===== src/rtl/div_unit.sv =====
// div_unit: 32-bit iterative radix-2 restoring divider for DIV/DIVU, 32 steps per result
module div_unit (
  input  logic        clk,
  input  logic        rst,
  input  logic        signed_div_i,
  input  logic [31:0] opdata1_i,
  input  logic [31:0] opdata2_i,
  input  logic        start_i,
  input  logic        annul_i,
  output logic [63:0] result_o,
  output logic        ready_o
);
  typedef enum logic [1:0] {FREE, BYZERO, ON, END} state_t;
  state_t      state, state_n;
  logic [5:0]  cnt, cnt_n;
  logic [63:0] div, div_n, res_n;
  logic [31:0] dvs, dvs_n, a_mag, b_mag, q, r;
  logic        qs, qs_n, rs, rs_n, rdy_n;
  logic [64:0] sh;
  logic [32:0] diff;
  logic [63:0] step;
  assign a_mag = signed_div_i && opdata1_i[31] ? -opdata1_i : opdata1_i;
  assign b_mag = signed_div_i && opdata2_i[31] ? -opdata2_i : opdata2_i;
  // div holds {partial remainder, unconsumed dividend bits / quotient bits}
  assign sh    = {div, 1'b0};
  assign diff  = sh[64:32] - {1'b0, dvs};
  assign step  = diff[32] ? sh[63:0] : {diff[31:0], sh[31:1], 1'b1};
  assign q     = qs ? -step[31:0] : step[31:0];
  assign r     = rs ? -step[63:32] : step[63:32];
  always_comb begin
    state_n = state;
    cnt_n   = cnt;
    div_n   = div;
    dvs_n   = dvs;
    qs_n    = qs;
    rs_n    = rs;
    res_n   = result_o;
    rdy_n   = ready_o;
    case (state)
      FREE:
        if (start_i && !annul_i) begin
          if (opdata2_i == 32'd0) state_n = BYZERO;
          else begin
            state_n = ON;
            cnt_n   = 6'd0;
            div_n   = {32'd0, a_mag};
            dvs_n   = b_mag;
            qs_n    = signed_div_i && (opdata1_i[31] ^ opdata2_i[31]);
            rs_n    = signed_div_i && opdata1_i[31];
          end
        end
      BYZERO: begin
        state_n = annul_i ? FREE : END;
        res_n   = 64'd0;
        rdy_n   = !annul_i;
      end
      ON:
        if (annul_i) begin
          state_n = FREE;
          res_n   = 64'd0;
          rdy_n   = 1'b0;
        end else begin
          div_n = step;
          cnt_n = cnt + 6'd1;
          if (cnt == 6'd31) begin
            state_n = END;
            res_n   = {r, q};
            rdy_n   = 1'b1;
          end
        end
      END:
        if (!start_i) begin
          state_n = FREE;
          res_n   = 64'd0;
          rdy_n   = 1'b0;
        end
      default: state_n = FREE;
    endcase
  end
  always_ff @(posedge clk) begin
    if (rst) begin
      state    <= FREE;
      cnt      <= 6'd0;
      div      <= 64'd0;
      dvs      <= 32'd0;
      qs       <= 1'b0;
      rs       <= 1'b0;
      result_o <= 64'd0;
      ready_o  <= 1'b0;
    end else begin
      state    <= state_n;
      cnt      <= cnt_n;
      div      <= div_n;
      dvs      <= dvs_n;
      qs       <= qs_n;
      rs       <= rs_n;
      result_o <= res_n;
      ready_o  <= rdy_n;
    end
  end
endmodule


===== config.mk =====
export PLATFORM = sky130hd
export DESIGN_NAME = div_unit
export DESIGN_NICKNAME = d
export VERILOG_FILES = /design/src/rtl/div_unit.sv
export SDC_FILE = /design/constraint.sdc
export NUM_CORES = 1
export LEC_CHECK = 0
export BUFFER_PORTS_ARGS = -buffer_cell sky130_fd_sc_hd__buf_4
export CORE_MARGIN = 4
export CORE_UTILIZATION = 45
export DETAILED_ROUTE_END_ITERATION = 7
export PLACE_DENSITY_LB_ADDON = 0.15
export SYNTH_ARGS = -nofsm -noshare
export SYNTH_HDL_FRONTEND = slang
export SYNTH_SLANG_ARGS = --single-unit

===== constraint.sdc =====
create_clock -name clk -period 5.8 [get_ports clk]
set_clock_uncertainty 0.2 [all_clocks]
set_input_delay 0.58 -clock clk [delete_from_list [all_inputs] [get_ports clk]]
set_output_delay 0.58 -clock clk [all_outputs]
set_load 0.005 [all_outputs]

==> results of run 1 <==
## cell families (layout without fill, tap and decap cells)
logic type                 count (synthesis)  in the layout  share of synthesized area
and+or+nand+nor                          603            603                      0.232
AOI/OAI and AO/OA                        462            462                      0.257
DFF                                      171            171                      0.291
buffers and inverters                    152            239                     0.0508
xor gates and xnor gates                 142            142                      0.106
adders and majority gates                 42             42                     0.0453
muxes                                     20             20                     0.0177
## cell usage after synthesis (4+ instances only)
library cell                 n
sky130_fd_sc_hd__o211ai_1   11
sky130_fd_sc_hd__a22o_1      4
sky130_fd_sc_hd__xor2_1     69
sky130_fd_sc_hd__a211oi_1   40
sky130_fd_sc_hd__nor2_1    173
sky130_fd_sc_hd__nand3b_1   10
sky130_fd_sc_hd__a21o_1     15
sky130_fd_sc_hd__o31ai_1    18
sky130_fd_sc_hd__a22oi_1    50
sky130_fd_sc_hd__o21bai_1    7
sky130_fd_sc_hd__nand2_1   239
sky130_fd_sc_hd__inv_1      55
sky130_fd_sc_hd__mux2i_1    14
sky130_fd_sc_hd__o21ai_0    82
sky130_fd_sc_hd__xnor2_1    73
sky130_fd_sc_hd__o41ai_1    14
sky130_fd_sc_hd__and4_1      5
sky130_fd_sc_hd__ha_1       41
sky130_fd_sc_hd__o21ai_1    36
sky130_fd_sc_hd__nor3b_1     4
sky130_fd_sc_hd__nor3_1     34
sky130_fd_sc_hd__a311oi_1    6
sky130_fd_sc_hd__nand3_1    26
sky130_fd_sc_hd__a31oi_1    11
sky130_fd_sc_hd__clkbuf_1   79
sky130_fd_sc_hd__or4_1       6
sky130_fd_sc_hd__buf_2      12
sky130_fd_sc_hd__nor2b_1    14
sky130_fd_sc_hd__or3_1      18
sky130_fd_sc_hd__dfxtp_1   171
sky130_fd_sc_hd__mux2_2      5
sky130_fd_sc_hd__and3_1      6
sky130_fd_sc_hd__nand4_1    16
sky130_fd_sc_hd__a21oi_1   123
sky130_fd_sc_hd__and2_1      6
sky130_fd_sc_hd__o21a_1      7
sky130_fd_sc_hd__nand2b_1   12
sky130_fd_sc_hd__nor4_1     19
## final timing paths
path | from | to | slack [ps] | cells after the start
worst max-delay path | div[38] | result_o[62] | 690 | 17
worst min register to register | result_o[55] | result_o[55] | 250 | 2
worst min-delay path | opdata2_i[31] | dvs[31] | 240 | 3
worst max register to register | div[38] | result_o[62] | 690 | 17
## sequential cells by signal, indices dropped and copies added, names as in the netlist
signal,count
cnt,6
div,64
dvs,32
qs,1
ready_o,1
result_o,64
rs,1
state,2
## layout make-up
| cell class | instances | share of cell area |
|---|---|---|
| Clock buffer | 18 | 0.0317 |
| Inverter | 56 | 0.0155 |
| Timing Repair Buffer | 151 | 0.0846 |
| Tap cell | 330 | 0.0305 |
| Multi-Input combinational cell | 1269 | 0.573 |
| Clock inverter | 14 | 0.0117 |
| Sequential cell | 171 | 0.253 |
## worst min-delay path: cells and delay by family
kind / cells / cell delay, ps
buffers and inverters: 1 / 130
and+or+nand+nor: 1 / 60
AOI/OAI and AO/OA: 1 / 60
## layer usage
layer  part of all wire  up-vias  track usage
li1                   -     5796            -
met1               0.48     5475        0.376
met3              0.062       55       0.0340
met4              0.023        0       0.0739
met2               0.43      427        0.387
met5                  0        -            0
## report_power, final
group	internal, mW	leakage, nW	switching [mW]
Sequential	1.28	1.39	0.113
Clock	0.612	0.282	0.554
Combinational	0.844	3.59	1.71
==> results.md, run 1 <==
* Status: complete, no violations
* Number of buffers created by CTS at 17
* Post-CTS Hold Buffers at 0
* Worst path cell trace: ha_1, a21oi_1, nand2_1, a31oi_4, o211a_4, a211o_4, nand2_2, mux2i_1, ha_1, nand2_1, nor4_1, nor3b_1, a41oi_1, a211oi_2, a41oi_1, xnor2_1, o21ai_1
* Commonest register cell after synthesis: sky130_fd_sc_hd__dfxtp_1
* Share of the yosys chip area belonging to registers at 0.291
* Post-CTS Setup Inserts at 0
* Buffers from clock root to sink, at most at 2
* Type of the worst min-delay path: in2reg
* Final Worst Setup Slack at 690 ps
* Total Negative Setup Slacks at 0 ps
* Biggest fanout along the worst timing path at 12
* Min Tclk post-route at 5110 ps
* Remaining global-route overflow at 0
* Clock latency at the later pin of the worst-skew pair at 450 ps
* Number of buffers added on ports at 133
* Leak Pwr at 5.26 nW
* Number of slew-limit violations in the final report at 0
* WHS at 237 ps
* Total wirelength of the detailed-routed design at 37,600 µm
* Async set or reset register ratio after synthesis at 0
* RSZ-0062 raised after global routing: no
* Level count of the clock H-tree at 4
* Cell area after layout at 13,500 µm²
* Post-cts sizing count at 0
* Worst setup slack after placement at 811 ps
* Count of buffer and inverter cells on the critical path at 0
* Crit path max-delay family: compound AO/OA/AOI/OAI gates
* Number of antenna violations at the first check in global routing at 0
* Global-route wire length before repair at 59,200 µm
* Number of global-route vias before repair at 10,900
* Critical Path Slowest Stage Cell: sky130_fd_sc_hd__dfxtp_1
* Most area-consuming cells after synthesis: sky130_fd_sc_hd__dfxtp_1 (29%), sky130_fd_sc_hd__nand2_1 (7.6%), sky130_fd_sc_hd__nor2_1 (5.5%)
* Synthesized area per cell at 7.39 µm²
* Core area at 25,500 µm²
* EDFF count, synth at 0
* Setup-violating endpoint count in the final report at 0
* Pwr/cell area at 378 nW/µm²
* Required time of the critical path at 5900 ps
* CTS clk-pin slew, worst paths at 70 ps
* Warnings from Yosys at 0
* Cell taking the most area after synthesis: sky130_fd_sc_hd__dfxtp_1
* Area share of the leading cell type in the synthesized netlist at 0.291
* Register bit total from synthesis at 171
* Worst ir drop on vdd at 0.183 mV
* Post-route antenna net violation count at 0
* Cell at the root of the clock tree: sky130_fd_sc_hd__clkbuf_16
* Summed instance area of the synthesized netlist at 11,800 µm²
* First drt pass iteration count at 6
* Count of placed standard cells in the final layout, fillers left out at 2,009
* Area of the multi-input gates at 7760 µm²
* Pin count of the biggest net entering global routing at 75
* Iteration-0 DRC Markers at 1,053
* Distinct cell type count after synthesis at 78
* Element type at the critical path end: flop
* Net total in the final layout at 1,777
* Height of the chip at 170 µm
* Actual transition at the worst max-transition pin at 1190 ps
* Commonest non-fill, non-tap cell in the layout: sky130_fd_sc_hd__nand2_1
* Placed wire-length estimate at 28,400 µm
* Fmax at 196 MHz
* Floorplan die width at 170 µm
* Commonest cells after routing, fill and taps aside: sky130_fd_sc_hd__nand2_1 (239), sky130_fd_sc_hd__nor2_1 (172), sky130_fd_sc_hd__dfxtp_1 (171)
* Final core utilization at 0.532
* Post-Place Cell Area at 13,000 µm²
* I/O pin cnt at 134
* Starting density of the core at 0.462
* TritonCTS clock tree: done
* Fraction of layout instances using a drive strength above 1 at 0.126
* Rows at 58
* Arrival time of the worst setup path at 5210 ps
* Global placer's final weighted congestion at 0.946
* Mean routed wirelength per cell at 18.7 µm
* Clock sink count at 171
* Area of the die at 28,800 µm²
* Setup CP Type: reg2reg
* Post-DR vias/cell at 5.85
* Peak per-stage delay on the critical path at 460 ps
* GRT Resource Usage Total at 0.255
* DR vias at 11,800
* Total area of sequential cells at 3420 µm²
* Final clock period utilization by the worst path at 0.881
* PnR Total Power at 5.11 mW
* Placed instance count at 1,977
* Max capacitance violation total at 0
* Final hold violations at 0
* Area added between synthesis and finish at 15.2%
* # fillers at 2,477
* Count of mapped cells out of synthesis at 1,592
* Syn nets at 1,703
* Kind of start point of the critical path: flop
* Number of design rule violations left after detail routing at 0
* Max-slew headroom at the worst pin at 0.209
* Number of inserted diodes at 0
(Power assumes the default switching activity.)
==> run 2: changes to the inputs <==
--- a/config.mk
+++ b/config.mk
@@ -7,9 +7,9 @@
 export LEC_CHECK = 0
 export BUFFER_PORTS_ARGS = -buffer_cell sky130_fd_sc_hd__buf_4
 export CORE_MARGIN = 4
-export CORE_UTILIZATION = 45
+export CORE_UTILIZATION = 43
 export DETAILED_ROUTE_END_ITERATION = 7
-export PLACE_DENSITY_LB_ADDON = 0.15
+export PLACE_DENSITY = 0.62
 export SYNTH_ARGS = -nofsm -noshare
 export SYNTH_HDL_FRONTEND = slang
 export SYNTH_SLANG_ARGS = --single-unit
==> constraint.sdc (replaced) <==
create_clock -name clk -period 6.36 [get_ports clk]
set_clock_uncertainty 0.2 [all_clocks]
set_input_delay 0.636 -clock clk [delete_from_list [all_inputs] [get_ports clk]]
set_output_delay 0.636 -clock clk [all_outputs]
set_load 0.005 [all_outputs]
==> run 2 against run 1 <==
Against the previous run: global-route usage shrank 0.43 points; hold slack improved by 7.0 ps; sequential share of layout area about the same; die area increased by 4.4%; critical endpoint unchanged; largest cell class unchanged.
==> results.md, run 2 (synthesis results as in run 1) <==
* Status: complete, no violations
* Number of antenna violations at the first check in global routing at 1 (+1)
* Height of the chip at 173 µm (+2.2%)
* Post-CTS Hold Buffers at 0 (unchanged)
* Final Worst Setup Slack at 1160 ps (+466 ps)
* Routed met1 length at 18,600 µm (+3.0%)
* Setup CP Type: reg2reg
* I/O pin cnt at 134 (unchanged)
* # fillers at 2,671 (+7.8%)
* Commonest non-fill, non-tap cell in the layout: sky130_fd_sc_hd__nand2_1
* Pin count of the biggest net entering global routing at 77 (+2.7%)
* WHS at 244 ps (+6.99 ps)
* Number of buffers added on ports at 133 (unchanged)
* PnR Total Power at 4.68 mW (-8.5%)
* Leak Pwr at 5.26 nW (about the same)
* Total area of sequential cells at 3420 µm² (unchanged)
* Global placer's final weighted congestion at 0.973 (+2.8%)
* Fraction of layout instances using a drive strength above 1 at 0.125 (-0.00149)
* Max capacitance violation total at 0 (unchanged)
* TritonCTS clock tree: done
* Final clock period utilization by the worst path at 0.818 (-0.0627)
* Number of design rule violations left after detail routing at 0 (unchanged)
* Type of the worst min-delay path: reg2reg
* Post-route antenna net violation count at 0 (unchanged)
* Setup-violating endpoint count in the final report at 0 (unchanged)
* GRT Resource Usage Total at 0.250 (-0.00432)
* Post-CTS Setup Inserts at 0 (unchanged)
* Clock sink count at 171 (unchanged)
* DR vias at 11,600 (-0.93%)
* Biggest regs: div: 64 flops, result_o: 64 flops, dvs: 32 flops
* Biggest fanout along the worst timing path at 12 (unchanged)
* Number of buffers created by CTS at 17 (unchanged)
* Worst setup slack after placement at 1280 ps (+467 ps)
* Total Negative Setup Slacks at 0 ps (unchanged)
* Required time of the critical path at 6460 ps (+560 ps)
* Total wirelength of the detailed-routed design at 38,500 µm (+2.5%)
* Number of slew-limit violations in the final report at 0 (unchanged)
* Starting density of the core at 0.436 (-0.0253)
* First drt pass iteration count at 5 (-1)
* Post-DR vias/cell at 5.78 (-1.3%)
* Net total in the final layout at 1,773 (-0.23%)
* Buffers from clock root to sink, at most at 2 (unchanged)
* Kind of start point of the critical path: flop
* Pwr/cell area at 345 nW/µm² (-8.6%)
* Post-cts sizing count at 0 (unchanged)
* Global-route wire length before repair at 61,000 µm (+3.1%)
* Commonest cells after routing, fill and taps aside: sky130_fd_sc_hd__nand2_1 (239), sky130_fd_sc_hd__nor2_1 (172), sky130_fd_sc_hd__dfxtp_1 (171)
* Number of inserted diodes at 0 (unchanged)
* Placed wire-length estimate at 29,400 µm (+3.4%)
* Clock latency at the later pin of the worst-skew pair at 450 ps (about the same)
* Rows at 60 (+3.4%)
* Arrival time of the worst setup path at 5300 ps (+90 ps)
* Area of the multi-input gates at 7760 µm² (unchanged)
* Area added between synthesis and finish at 15.3%
* Worst ir drop on vdd at 0.232 mV (+27%)
* Number of global-route vias before repair at 10,900 (-0.092%)
* Cell area after layout at 13,600 µm² (+0.11%)
* Iteration-0 DRC Markers at 972 (-7.7%)
* Final hold violations at 0 (unchanged)
* Core area at 27,000 µm² (+5.8%)
* Min Tclk post-route at 5200 ps (+94.4 ps)
* Post-Place Cell Area at 12,900 µm² (-0.13%)
* Uppermost signal routing layer after detailed routing: met4
* Element type at the critical path end: flop
* Max-slew headroom at the worst pin at 0.247 (+0.0381)
* Mean routed wirelength per cell at 19.1 µm (+2.1%)
* Actual transition at the worst max-transition pin at 1120 ps (-60.6 ps)
* RSZ-0062 raised after global routing: no
* CTS clk-pin slew, worst paths at 70 ps (about the same)
* Met3 WL at 1980 µm (-15%)
* Cell at the root of the clock tree: sky130_fd_sc_hd__clkbuf_16
* Remaining global-route overflow at 0 (unchanged)
* Level count of the clock H-tree at 4 (unchanged)
* Floorplan die width at 173 µm (+2.2%)
* Area of the die at 30,100 µm² (+4.4%)
* Fmax at 192 MHz (-1.8%)
* Total length of routed met2 wires at 17,100 µm (+4.8%)
## run 2: changes by cell type in the layout (fill, tap and decap cells not counted), sizes merged
cell,change
inv,+5
clkinv,-3
clkinvlp,-2
bufinv,+1
buf,-4
clkbuf,-1
## run 2: final timing paths
| kind | from | end | slack [ps] | cells after the start |
|---|---|---|---|---|
| hold / removal | result_o[61] | result_o[61] | 240 | 2 |
| setup / recovery | div[31] | result_o[62] | 1160 | 21 |
| setup reg to reg | div[31] | result_o[62] | 1160 | 21 |
| hold reg to reg | result_o[61] | result_o[61] | 240 | 2 |
## run 2: layer usage
metal | up-vias | GRT usage
met2 | 349 | 0.388
li1 | 5791 | -
met3 | 49 | 0.0353
met1 | 5455 | 0.365
met5 | - | 0
met4 | 0 | 0.0668
## run 2: report_power, final
group	leakage [nW]	total, mW	internal [mW]	switching, mW
sequential	1.39	1.29	1.17	0.117
combinational	3.57	2.28	0.760	1.52
clock	0.304	1.11	0.602	0.507
## run 2: stage by stage
step / std cells / util
3_5_place_dp: 1984 / 0.480
6_report: 2016 / 0.503
2_1_floorplan: 1592 / -
4_1_cts: 2016 / 0.503
5_1_grt: 2016 / 0.503
3_3_place_gp: 1984 / 0.480
## run 2: layout make-up
class / count / share of cell area
multi-input combinational: 1269 / 0.572
sequential: 171 / 0.253
timing repair buffer: 147 / 0.0823
tap: 341 / 0.0315
clock buffer: 17 / 0.0314
inverter: 56 / 0.0155
clock inverter: 15 / 0.0143
## run 2: worst max-delay path, stage by stage (launching register included)
cell and delay [ps]:
sky130_fd_sc_hd__dfxtp_1 320, sky130_fd_sc_hd__inv_1 70, sky130_fd_sc_hd__ha_1 150, sky130_fd_sc_hd__inv_1 50, sky130_fd_sc_hd__fa_1 430, sky130_fd_sc_hd__a211oi_2 320
sky130_fd_sc_hd__o211ai_2 160, sky130_fd_sc_hd__a31oi_4 310, sky130_fd_sc_hd__o2111a_1 270, sky130_fd_sc_hd__a21oi_1 50, sky130_fd_sc_hd__buf_4 210, sky130_fd_sc_hd__nand2_2 180
sky130_fd_sc_hd__mux2i_1 350, sky130_fd_sc_hd__ha_1 240, sky130_fd_sc_hd__nand2_1 60, sky130_fd_sc_hd__nor4_1 330, sky130_fd_sc_hd__nor3b_1 280, sky130_fd_sc_hd__a41oi_1 250
sky130_fd_sc_hd__a211oi_2 360, sky130_fd_sc_hd__a41oi_1 190, sky130_fd_sc_hd__xnor2_1 190, sky130_fd_sc_hd__o21ai_1 70
==> run 3: changes to the inputs <==
--- a/config.mk
+++ b/config.mk
@@ -5,11 +5,12 @@
 export SDC_FILE = /design/constraint.sdc
 export NUM_CORES = 1
 export LEC_CHECK = 0
+export ABC_AREA = 1
 export BUFFER_PORTS_ARGS = -buffer_cell sky130_fd_sc_hd__buf_4
 export CORE_MARGIN = 4
 export CORE_UTILIZATION = 43
 export DETAILED_ROUTE_END_ITERATION = 7
-export PLACE_DENSITY = 0.62
+export PLACE_DENSITY = 0.64
 export SYNTH_ARGS = -nofsm -noshare
 export SYNTH_HDL_FRONTEND = slang
 export SYNTH_SLANG_ARGS = --single-unit
==> constraint.sdc (replaced) <==
create_clock -name clk -period 4.6 [get_ports clk]
set_clock_uncertainty 0.2 [all_clocks]
set_input_delay 0.46 -clock clk [delete_from_list [all_inputs] [get_ports clk]]
set_output_delay 0.46 -clock clk [all_outputs]
set_load 0.005 [all_outputs]
==> run 3 against run 2 <==
Against the previous run: clock power up 32%; critical path depth up 7; combinational power up 88%; critical path type unchanged; critical endpoint is now result_o[28].
==> results.md, run 3 <==
* Async set or reset register ratio after synthesis at 0 (unchanged)
* Post-Synth Adder-Cell Area at 0.0405 (-0.00480)
* Syn nets at 2,340 (+37%)
* Clock sink count at 171 (unchanged)
* Level count of the clock H-tree at 4 (unchanged)
* First drt pass iteration count at 5 (unchanged)
* Critical Path Slowest Stage Cell: sky130_fd_sc_hd__fa_1
* Leak Pwr at 7.43 nW (+41%)
* Register bit total from synthesis at 171 (unchanged)
* Final Worst Setup Slack at 405 ps (-750 ps)
* Most area-consuming cells after synthesis: sky130_fd_sc_hd__dfxtp_1 (26%), sky130_fd_sc_hd__nand2_1 (21%), sky130_fd_sc_hd__inv_1 (8.2%)
* Startpoint of the lowest-slack hold path: opdata2_i[1]
* Pin count of the biggest net entering global routing at 85 (+10%)
* Kind of start point of the critical path: flop
* Destination of the worst register-to-register timing path: result_o[28]
* Total Negative Setup Slacks at 0 ps (unchanged)
* Global placer's final weighted congestion at 0.962 (-1.1%)
* Commonest non-fill, non-tap cell in the layout: sky130_fd_sc_hd__nand2_1
* Number of buffers added on ports at 133 (unchanged)
* Xor and xnor area share after synthesis at 0.0545 (-0.0513)
* Biggest fanout along the worst timing path at 4 (-8)
* Arrival time of the worst setup path at 4280 ps (-1020 ps)
* EDFF count, synth at 0 (unchanged)
* Cell taking the most area after synthesis: sky130_fd_sc_hd__dfxtp_1
* Starting density of the core at 0.440 (+0.00387)
* Cell at the root of the clock tree: sky130_fd_sc_hd__clkbuf_16
* Global-route wire length before repair at 68,000 µm (+12%)
* Final clock period utilization by the worst path at 0.912 (+0.0936)
* Buffers from clock root to sink, at most at 2 (unchanged)
* Largest family of logic cells by synthesized area: simple AND/OR/NAND/NOR gates
* R2R Path Start: div[31]
* Min Tclk post-route at 4190 ps (-1010 ps)
* Count of mapped cells out of synthesis at 2,229 (+40%)
* Setup slack of the worst register-to-register path at 410 ps (-750 ps)
* Area of the die at 33,400 µm² (+11%)
* Share of the yosys chip area belonging to registers at 0.260 (-0.0308)
* Setup-violating endpoint count in the final report at 0 (unchanged)
* Net total in the final layout at 2,433 (+37%)
* Rows at 63 (+5.0%)
* Final hold violations at 0 (unchanged)
* Floorplan die width at 183 µm (+5.5%)
* TritonCTS clock tree: done
* Count of buffer and inverter cells on the critical path at 4 (+1)
* Mean routed wirelength per cell at 15.8 µm (-18%)
* Area added between synthesis and finish at 14.3%
* Commonest register cell after synthesis: sky130_fd_sc_hd__dfxtp_1
* Summed instance area of the synthesized netlist at 13,100 µm² (+12%)
* Number of slew-limit violations in the final report at 0 (unchanged)
* Biggest regs: div: 64 flops, result_o: 64 flops, dvs: 32 flops
* Crit path max-delay family: simple AND/OR/NAND/NOR gates
* CTS clk-pin slew, worst paths at 70 ps (about the same)
* Actual transition at the worst max-transition pin at 921 ps (-204 ps)
* Post-route antenna net violation count at 0 (unchanged)
* Remaining global-route overflow at 0 (unchanged)
* Number of inserted diodes at 0 (unchanged)
* Post-Place Cell Area at 14,400 µm² (+12%)
* DR vias at 14,100 (+21%)
* Number of design rule violations left after detail routing at 0 (unchanged)
* Commonest cells after routing, fill and taps aside: sky130_fd_sc_hd__nand2_1 (747), sky130_fd_sc_hd__inv_1 (287), sky130_fd_sc_hd__a21oi_1 (192)
* Post-DR vias/cell at 5.18 (-10%)
* Warnings from Yosys at 0 (unchanged)
* Most common cell in the netlist: sky130_fd_sc_hd__nand2_1
* End of the worst hold path: dvs[1]
* Area fraction in compound gates after synthesis at 0.145 (-0.112)
* Placed wire-length estimate at 33,900 µm (+15%)
* Peak per-stage delay on the critical path at 430 ps (about the same)
* GRT Resource Usage Total at 0.252 (+0.00147)
* Commonest cells in the netlist: sky130_fd_sc_hd__nand2_1 (747), sky130_fd_sc_hd__inv_1 (288), sky130_fd_sc_hd__nor2_1 (193), sky130_fd_sc_hd__a21oi_1 (192), sky130_fd_sc_hd__dfxtp_1 (171)
* Synthesized area per cell at 5.90 µm² (-20%)
* Distinct cell type count after synthesis at 52 (-33%)
* Multiplexer share of the synthesized area at 0 (-0.0177)
* Element type at the critical path end: flop
* Iteration-0 DRC Markers at 1,055 (+8.5%)
* Max capacitance violation total at 0 (unchanged)
* Type of the worst min-delay path: in2reg
* Status: complete, no violations
* Number of gates on the worst path with buffers counted at 28 (+33%)
* Max-slew headroom at the worst pin at 0.386 (+0.139)
* Pwr/cell area at 505 nW/µm² (+46%)
* Fraction of layout instances using a drive strength above 1 at 0.111 (-0.0134)
* I/O pin cnt at 134 (unchanged)
* Post-CTS Hold Buffers at 0 (unchanged)
* Total wirelength of the detailed-routed design at 42,900 µm (+11%)
* Number of antenna violations at the first check in global routing at 1 (unchanged)
* Core area at 29,900 µm² (+11%)
* Cell area after layout at 15,000 µm² (+11%)
* Number of global-route vias before repair at 13,200 (+22%)
* Height of the chip at 183 µm (+5.5%)
* Worst setup slack after placement at 206 ps (-1070 ps)
* Worst Reg2Reg Path Length in Cells at 28 (+33%)
* Cell depth of the worst min-delay path at 3 (+1)
* Setup CP Type: reg2reg
* Clock latency at the later pin of the worst-skew pair at 450 ps (about the same)
* Fmax at 238 MHz (+24%)
* Required time of the critical path at 4690 ps (-1770 ps)
* WHS at 111 ps (-133 ps)
* Worst ir drop on vdd at 0.295 mV (+27%)
* Area share of the leading cell type in the synthesized netlist at 0.260 (-0.0308)
* Simple-gate share of the synthesized area at 0.386 (+0.153)
* Number of buffers created by CTS at 17 (unchanged)
==> run 3: cell types whose count changed after synthesis, moves of 27 or more <==
cell	before	now
sky130_fd_sc_hd__a211oi_1	40	9
sky130_fd_sc_hd__a21oi_1	123	192
sky130_fd_sc_hd__a22oi_1	50	1
sky130_fd_sc_hd__inv_1	55	288
sky130_fd_sc_hd__nand2_1	239	747
sky130_fd_sc_hd__nand2_2	1	28
sky130_fd_sc_hd__nand3_1	26	130
sky130_fd_sc_hd__o21ai_1	36	9
sky130_fd_sc_hd__xnor2_1	73	28
==> run 3: stage by stage <==
step / total power, mW / instances / util
final: 7.59 / 2724 / 0.503
after global routing: 8.22 / 2724 / 0.503
after CTS: 7.53 / 2723 / 0.502
after detailed placement: 6.05 / 2692 / 0.483
after global placement: 6.03 / 2692 / 0.483
after floorplan: 4.92 / 2229 / -
==> run 3: worst max path at each step <==
stage	start	to	slack [ps]
2_1_floorplan	div[31]	result_o[28]	460
3_3_place_gp	div[31]	result_o[28]	260
3_5_place_dp	div[31]	result_o[28]	210
4_1_cts	div[31]	result_o[28]	170
5_1_grt	div[31]	result_o[28]	-0.1
6_report	div[31]	result_o[28]	410
==> run 3: repair_timing <==
item                                    in CTS  in global routing
setup buffers                                0                  1
gates resized for setup                      0                  4
endpoints found under the setup margin       0                  4
==> run 3: where the power goes <==
part | total (mW) | internal [mW] | switching (mW)
Combinational | 4.28 | 1.33 | 2.95
Sequential | 1.83 | 1.67 | 0.168
Clock | 1.47 | 0.804 | 0.668
==> run 3: cells by family after synthesis <==
| family | after synthesis |
|---|---|
| buf+inv | 379 |
| compound gates | 355 |
| simple gates | 1201 |
| flops | 171 |
| fa+ha+maj | 42 |
| xor+xnor | 81 |
==> run 3: area by class of cell <==
| cell class | count | area, µm² |
|---|---|---|
| Multi-Input combinational cell | 1679 | 8240 |
| Tap cell | 390 | 488 |
| Clock buffer | 19 | 433 |
| Timing Repair Buffer | 157 | 1190 |
| Inverter | 296 | 1110 |
| Fill cell | 3189 | 14800 |
| Clock inverter | 12 | 139 |
| Sequential cell | 171 | 3420 |
==> run 3: worst reg2reg max path, delay by kind of cell, from the launching register on <==
family / cells / cell delay (ps)
adders and majority gates: 3 / 730
AOI/OAI and AO/OA: 2 / 120
buffers and inverters: 4 / 280
and+or+nand+nor: 19 / 2410
DFF: 1 / 310
==> run 3: metal layers <==
metal | part of all wire | global-route usage | up-vias
met1 | 0.44 | 0.325 | 6399
met2 | 0.48 | 0.431 | 392
li1 | - | - | 7235
met5 | 0.00040 | 0 | -
met4 | 0.026 | 0.0810 | 2
met3 | 0.052 | 0.0413 | 71
